[src/rtl/writeback_cycle.sv]
// Writeback stage: selects the result to retire, writes the 16x32 register file,
// serves two decode read ports with same-cycle bypass, and counts retired instructions.

module writeback_cycle_rd_port (
  input  logic [15:0][31:0] regs,
  input  logic              wb_en,
  input  logic [3:0]        wb_addr,
  input  logic [31:0]       wb_data,
  input  logic [3:0]        raddr,
  output logic [31:0]       rdata
);
  // Write-before-read: a read of the register being written sees the new value now.
  assign rdata = (wb_en && (raddr == wb_addr)) ? wb_data : regs[raddr];
endmodule

module writeback_cycle #(
  parameter logic [3:0] RA_INDEX = 4'd15
) (
  input  logic        clk,
  input  logic        rst,
  input  logic [31:0] pc_RW,
  input  logic [31:0] alu_result_RW,
  input  logic [31:0] ldresult_RW,
  input  logic [31:0] instruction_RW,
  input  logic        isWb_RW,
  input  logic        isLd_RW,
  input  logic        isCall_RW,
  input  logic [3:0]  RD_RW,
  input  logic [3:0]  rs1_addr,
  input  logic [3:0]  rs2_addr,
  output logic [31:0] rd1,
  output logic [31:0] rd2,
  output logic        wb_en,
  output logic [3:0]  wb_addr,
  output logic [31:0] wb_data,
  output logic [31:0] retired_count
);
  localparam int NUM_RD = 2;

  logic [15:0][31:0]       regs;
  logic [NUM_RD-1:0][3:0]  raddr;
  logic [NUM_RD-1:0][31:0] rdata;

  assign wb_en   = isWb_RW & ~rst;
  assign wb_addr = isCall_RW ? RA_INDEX : RD_RW;

  // Load data wins over the call return address.
  always_comb begin
    wb_data = alu_result_RW;
    if (isLd_RW)        wb_data = ldresult_RW;
    else if (isCall_RW) wb_data = pc_RW + 32'd4;
  end

  always_ff @(posedge clk or posedge rst) begin
    if (rst)        regs <= '0;
    else if (wb_en) regs[wb_addr] <= wb_data;
  end

  // Any non-bubble retires, whether or not it writes a register.
  always_ff @(posedge clk or posedge rst) begin
    if (rst)                         retired_count <= '0;
    else if (instruction_RW != '0)   retired_count <= retired_count + 32'd1;
  end

  assign raddr[0] = rs1_addr;
  assign raddr[1] = rs2_addr;

  for (genvar g = 0; g < NUM_RD; g++) begin : g_rd
    writeback_cycle_rd_port u_rd (
      .regs    (regs),
      .wb_en   (wb_en),
      .wb_addr (wb_addr),
      .wb_data (wb_data),
      .raddr   (raddr[g]),
      .rdata   (rdata[g])
    );
  end

  assign rd1 = rdata[0];
  assign rd2 = rdata[1];
endmodule

[config.mk]
export PLATFORM = sky130hd
export DESIGN_NAME = writeback_cycle
export DESIGN_NICKNAME = d
export VERILOG_FILES = /design/src/rtl/writeback_cycle.sv
export SDC_FILE = /design/constraint.sdc
export NUM_CORES = 2
export LEC_CHECK = 0
export CAP_MARGIN = 20
export CORE_MARGIN = 4
export CORE_UTILIZATION = 60
export CTS_CLUSTER_SIZE = 28
export DETAILED_ROUTE_END_ITERATION = 8
export PLACE_DENSITY = 0.81
export SLEW_MARGIN = 20
export SYNTH_ARGS = -nofsm -noshare
export SYNTH_HDL_FRONTEND = slang
export SYNTH_SLANG_ARGS = --single-unit
[constraint.sdc]
create_clock -name clk -period 28.1 [get_ports clk]
set_input_delay 4.215 -clock clk [delete_from_list [all_inputs] [get_ports clk]]
set_output_delay 4.215 -clock clk [all_outputs]
set_load 0.01 [all_outputs]
After elaboration in Yosys (flattened, before gate mapping)
Index checks and enable logic that the tools add are counted.
Storage, ports and cells
  register bits: 544
  latch bits: 0
  memory bits (writable): 0
  bits in read-only memories: 0
  bits of input ports: 145
  output and inout port bits: 133
  word-level logic and storage cells: 43
  memories kept: 0
Cells by class
  add/sub/neg operators: 2
  multipliers: 0
  divide/modulo/power cells: 0
  $lt $le $gt $ge: 4
  equality and inequality tests: 2
  shift-type cells: 0
  muxes and demuxes: 12
  bitwise operators: 2
  reduce and logical (&&, ||, !) cells: 4
Operator list (number)
  bitwise mux 512 bit: 1
  binary-select mux 32 bit (select 4 bit): 2
  2-to-1 mux 32 bit: 7
  demux 32 bit (select 4 bit): 1
  adder 32 x 1 -> 32 bit, second input constant: 1
  adder 32 x 3 -> 32 bit, second input constant: 1
  nonzero test 32 bit: 1
  less-than comparator 4 x 5 -> 1 bit, second input constant: 3
  equality test 4 bit: 2
  >= comparator 4 x 1 -> 1 bit, second input constant: 1
  2-to-1 mux 4 bit: 1
  logical AND 1 bit: 3
  AND 1 bit: 1
  inverter 1 bit: 1

Longest topological paths before layout
  depth in word-level cells: 6
  depth in mapped cells: 9
  gate-level depth less buffers: 7

Cells and area by module
A second synthesis with hierarchy kept.
Unflattened totals
  cell total of the unflattened synthesis: 2704
  area total of the unflattened synthesis: 29255.6 µm²
Modules (own cells, without submodules)
  writeback_cycle: instances 1, cells an instance 2084, area each 21010.2 µm², sequential area each 13613.1 µm²
  writeback_cycle_rd_port: instances 2, cells an instance 310, area each 4122.7 µm², sequential area each 0.0 µm²

Worst setup path after synthesis
OpenSTA, ideal clock, no wires.
  path type: input to output
  start: input pc_RW[2]
  end: output rd1[18]
  data arrival time: 6.258 ns
  required time: 23.885 ns
  setup slack: 17.627 ns
  stages on the path: 7
  path buffers: 0
  cells stage by stage: ha_1 and2_1 nand4_4 or3_1 xnor2_1 a222oi_1 o21ai_0
Between the ends
  word-level cells in the longest chain between the ends: 4
RTL lines
  from (decl): line 21  | input logic [31:0] pc_RW,
  adder 32 x 3 -> 32 bit: line 51  | else if (isCall_RW) wb_data = pc_RW + 32'd4;
  2-to-1 mux 32 bit: line 51
  2-to-1 mux 32 bit: line 50  | if (isLd_RW) wb_data = ldresult_RW;
  2-to-1 mux 32 bit: line 13  | assign rdata = (wb_en && (raddr == wb_addr)) ? wb_data : regs[raddr];
  to (decl): line 31  | output logic [31:0] rd1,
No other way between the ends.

Worst setup path in the final report
  start: input rs1_addr[0]
  end: output rd1[31]
Between the ends
  word-level cells in the longest chain between the ends: 3
  elaborated cells between the ends (all ways): 5
  those cells by class: eq/ne: 1; mux: 3; reduce/logical: 1
RTL lines
  from (decl): line 29  | input logic [3:0] rs1_addr,
  binary-select mux 32 bit (select 4 bit) or equality test 4 bit (tied branches): line 13
  2-to-1 mux 32 bit (not written as such) or logical AND 1 bit (tied branches): line 13
  2-to-1 mux 32 bit (*): line 13
Mark *: on every way between the ends. The rest lies on a longest branch, timed or not. The select of a mux whose other input is x is not followed.

==> key figures <==
Cells and area
  • Fraction of layout cells with a size suffix above 1: 20.0%
  • Layout area overhead: 17.2%
  • Multi-input logic area: 0.0145 sq mm
  • Nets@finish: 2,898
  • # fillers: 3,194
  • Reg area: 0.0136 sq mm

Timing
  • Crit path time final: 12.50 ns
  • Fin Clk Skew: 0.00347 ns
  • RSZ-0062 raised after global routing: false
  • Worst setup margin: 15.60 ns
  • F_max: 80.0 MHz
  • Slew HR: 20.8%
  • Final Hold Viols: 0
  • Final setup violation count: 0
  • Worst-Margin Slew: 1.19 ns
  • Slew Limit Fails: 0
  • Setup_tns: 0 ns
  • Final period util: 44.5%

Setup path
  • Crit path cell chain: buf_6, buf_4, buf_4, mux4_2, mux4_2, nand2_1, o21ai_1, clkdlybuf4s50_1
  • Setup CP Type: in -> out
  • Worst endpoint required time: 23.89 ns
  • Startpoint types: input pin
  • R2R depth: 6
  • Critical-path maximum fanout: 52
  • Critical path's slowest cell: buf_4
  • Critical Path Max Stage Delay: 0.82 ns
  • CP Capture Type: output pin
  • CP arrival: 8.29 ns

Synth
  • Synthesis-stage register bit count: 544
  • EDFF count, synth: 0
  • XOR/XNOR share of the synthesized area: 1.77%
  • Sequential share of the synthesized area: 46.7%
  • Ys flop type: dfrtp_1
  • Synth Cell Area: 0.0292 sq mm
  • Syn avg cell area: 11.3 sq um
  • Complex-gate fraction of the synthesized area: 11.5%
  • Cells after Synth: 2,591
  • Main combinational cell family by area after synthesis: multiplexers
  • Synth warnings: 0
  • Post-synth ARST share: 100%
  • Net count after synthesis: 2,738
  • Adder-cell area share of the yosys netlist: 0.0858%
  • Post-Synth Simple-Gate Area: 10.6%
  • Post-synthesis mux area share: 25.5%
  • Post-synthesis cell type count: 56

Die
  • Row count: 80
  • Initial core utilization: 60.9%
  • Core area: 0.0478 sq mm
  • Die Span Y: 228 um
  • Die area: 0.0522 sq mm
  • Width of the die: 228 um
  • # IOs: 278

Place
  • Buffers on Ports: 277
  • DPL Wire Length: 53.0 mm
  • Placer congestion estimate: 0.865
  • Place WS: 15.56 ns

Global route
  • Vias in the first global route: 24,500
  • Largest net degree at the start of global routing: 108
  • Global-route wire length before repair: 142 mm
  • Initial antenna violation count: 4
  • Gr usage total: 34.9%
  • Overflow after GRT: 0

Clock tree
  • Clock root cell: clkbuf_16
  • Clock buffers created by TritonCTS: 56
  • CTS Hold Bufs: 0
  • Post_cts resized: 0
  • Worst skew pair latency: 0.61 ns
  • Postcts setup bufs: 0
  • CTS sink cnt: 544
  • Clock slew at reported path FFs: 0.06 ns
  • Max Buffers Root-to-Sink: 3
  • H-tree depth: 2
  • CTS tree: yes

Detailed routing
  • Initial DRC Count: 2,918
  • DR DRC count: 0
  • TritonRoute pass-1 iters: 6
  • Wire per inst: 26.6 um
  • Post-route ant nets: 0
  • Total number of vias: 23,700
  • Total wire length: 90.9 mm
  • Vias/cell: 6.93

Pwr
  • Part of the power in combinational logic: 20.1%
  • Seq pwr share: 44.6%
  • P_leak: 14.3 nW
  • Clock power frac: 35.3%
  • Internal: 0.00157 W
  • Sw Pwr: 0.000618 W
  • VDD IR max: 0.0000466 V
  • Pwr/cell area: 64.1 mW/mm^2
  • Switching Share: 28.2%

Worst hold path
  • HP Class: reg -> reg
  • Hold Path Stages: 1

Status
  • Status: finished clean

Run
  • Max-Cap Viols: 0
-- area by class of cell --
cell class | instances | share of cell area, %
clock buffers | 83 | 4.81
clock inverters | 22 | 0.725
repair buffers | 334 | 9.33
inverters | 40 | 0.461
multi-input cells | 1775 | 42.6
diodes | 4 | 0.0293
well taps | 615 | 2.25
flip-flops and latches | 544 | 39.8
-- metal layers --
metal / wire, um / global-route usage [%] / vias up / share of wire (%)
li1: - / - / 9761 / -
met1: 31400 / 45.4 / 11800 / 35
met2: 42700 / 55.5 / 1690 / 47
met3: 11400 / 9.37 / 409 / 13
met4: 5310 / 16.8 / 4 / 5.8
met5: 128 / 0 / - / 0.14
-- cell usage after synthesis (all sizes together), types with 4 or more instances --
library cell    n  area share (%)
mux4          320              25
nand4          15            0.37
xnor2          40             1.2
a211oi          4            0.10
or3             7            0.15
nand3          31            0.57
buf            60             1.1
a222oi          6            0.21
clkbuf        172             2.3
xor2           19            0.57
a31oi           6            0.13
mux2           16            0.62
and3           11            0.24
nor4           11            0.26
nand2         599             7.7
and4            7            0.23
inv            39            0.50
or2             4           0.086
nor2b           4           0.086
nor2           37            0.49
dfrtp         544              47
o21ai         561             9.8
nor3           15            0.26
o22ai           7            0.15
a31o            5            0.15
a21oi          21            0.37
mux2i           5            0.17
-- final timing paths --
| check | slack [ns] | startpoint | endpoint |
|---|---|---|---|
| max | 15.60 | rs1_addr[0] | rd1[31] |
| min | 0.49 | retired_count[31] | retired_count[31] |
| max reg2reg | 25.78 | retired_count[9] | retired_count[31] |
| min reg2reg | 0.49 | retired_count[31] | retired_count[31] |
| max in group asynchronous | 21.76 | rst | regs[359] |
| min in group asynchronous | 4.18 | rst | regs[283] |
-- power groups by stage --
stage               sequential (W)  clock (W)  combinational, W
detailed placement        0.000985          0          0.000432
finish                    0.000977   0.000774          0.000440
global placement          0.000973          0          0.000414
floorplan                 0.000958          0          0.000293
global route              0.000989   0.000810          0.000478
CTS                       0.000974   0.000779          0.000438
-- cells by family after synthesis --
kind of cell               after synthesis
and+or+nand+nor                        746
AOI/OAI and AO/OA                      627
DFF                                    544
muxes                                  341
buffers and inverters                  272
xor gates and xnor gates                59
adders and majority gates                2
-- flip-flops by register name (all words and copies together), names as in the netlist --
name	cells
retired_count	32
regs	512
-- stage by stage --
step	cells	area [sq um]	power, W	util [%]	hold slack [ns]
detailed placement	3308	32200	0.00142	67.4	0.473
floorplan	2591	29200	0.00125	-	0.461
global placement	3306	32200	0.00139	67.3	0.468
global route	3415	34200	0.00228	71.4	0.505
finish	3417	34200	0.00219	71.4	0.485
CTS	3413	34100	0.00219	71.3	0.490
-- cells in the final DEF, fill, tap and decap left out, types with 6 or more instances in the layout --
master / netlist / final
nand2_1: 599 / 591
dfrtp_1: 544 / 544
o21ai_0: 516 / 516
mux4_2: 320 / 320
clkdlybuf4s50_1: 0 / 267
clkbuf_16: 0 / 57
buf_4: 3 / 54
xnor2_1: 40 / 40
inv_1: 38 / 37
nor2_1: 35 / 35
o21ai_1: 29 / 29
nand3_1: 30 / 20
xor2_1: 19 / 19
o21ai_2: 16 / 16
mux2_2: 16 / 16
nand4_1: 14 / 14
nor3_1: 15 / 14
a21oi_1: 20 / 14
clkbuf_1: 167 / 14
clkinv_2: 0 / 13
clkbuf_8: 3 / 12
and3_1: 11 / 11
nor4_1: 10 / 10
nand3_2: 0 / 10
a21oi_2: 1 / 7
or3_1: 7 / 7
buf_6: 5 / 7
a222oi_1: 6 / 6
a31oi_1: 6 / 6
buf_2: 32 / 6
-- worst max-delay path, delay by kind of cell --
kind / cells / cell delay, ns
simple gates: 1 / 0.10
buf+inv: 4 / 2.63
compound gates: 1 / 0.15
mux: 2 / 1.09
(Power assumes the default switching activity.)
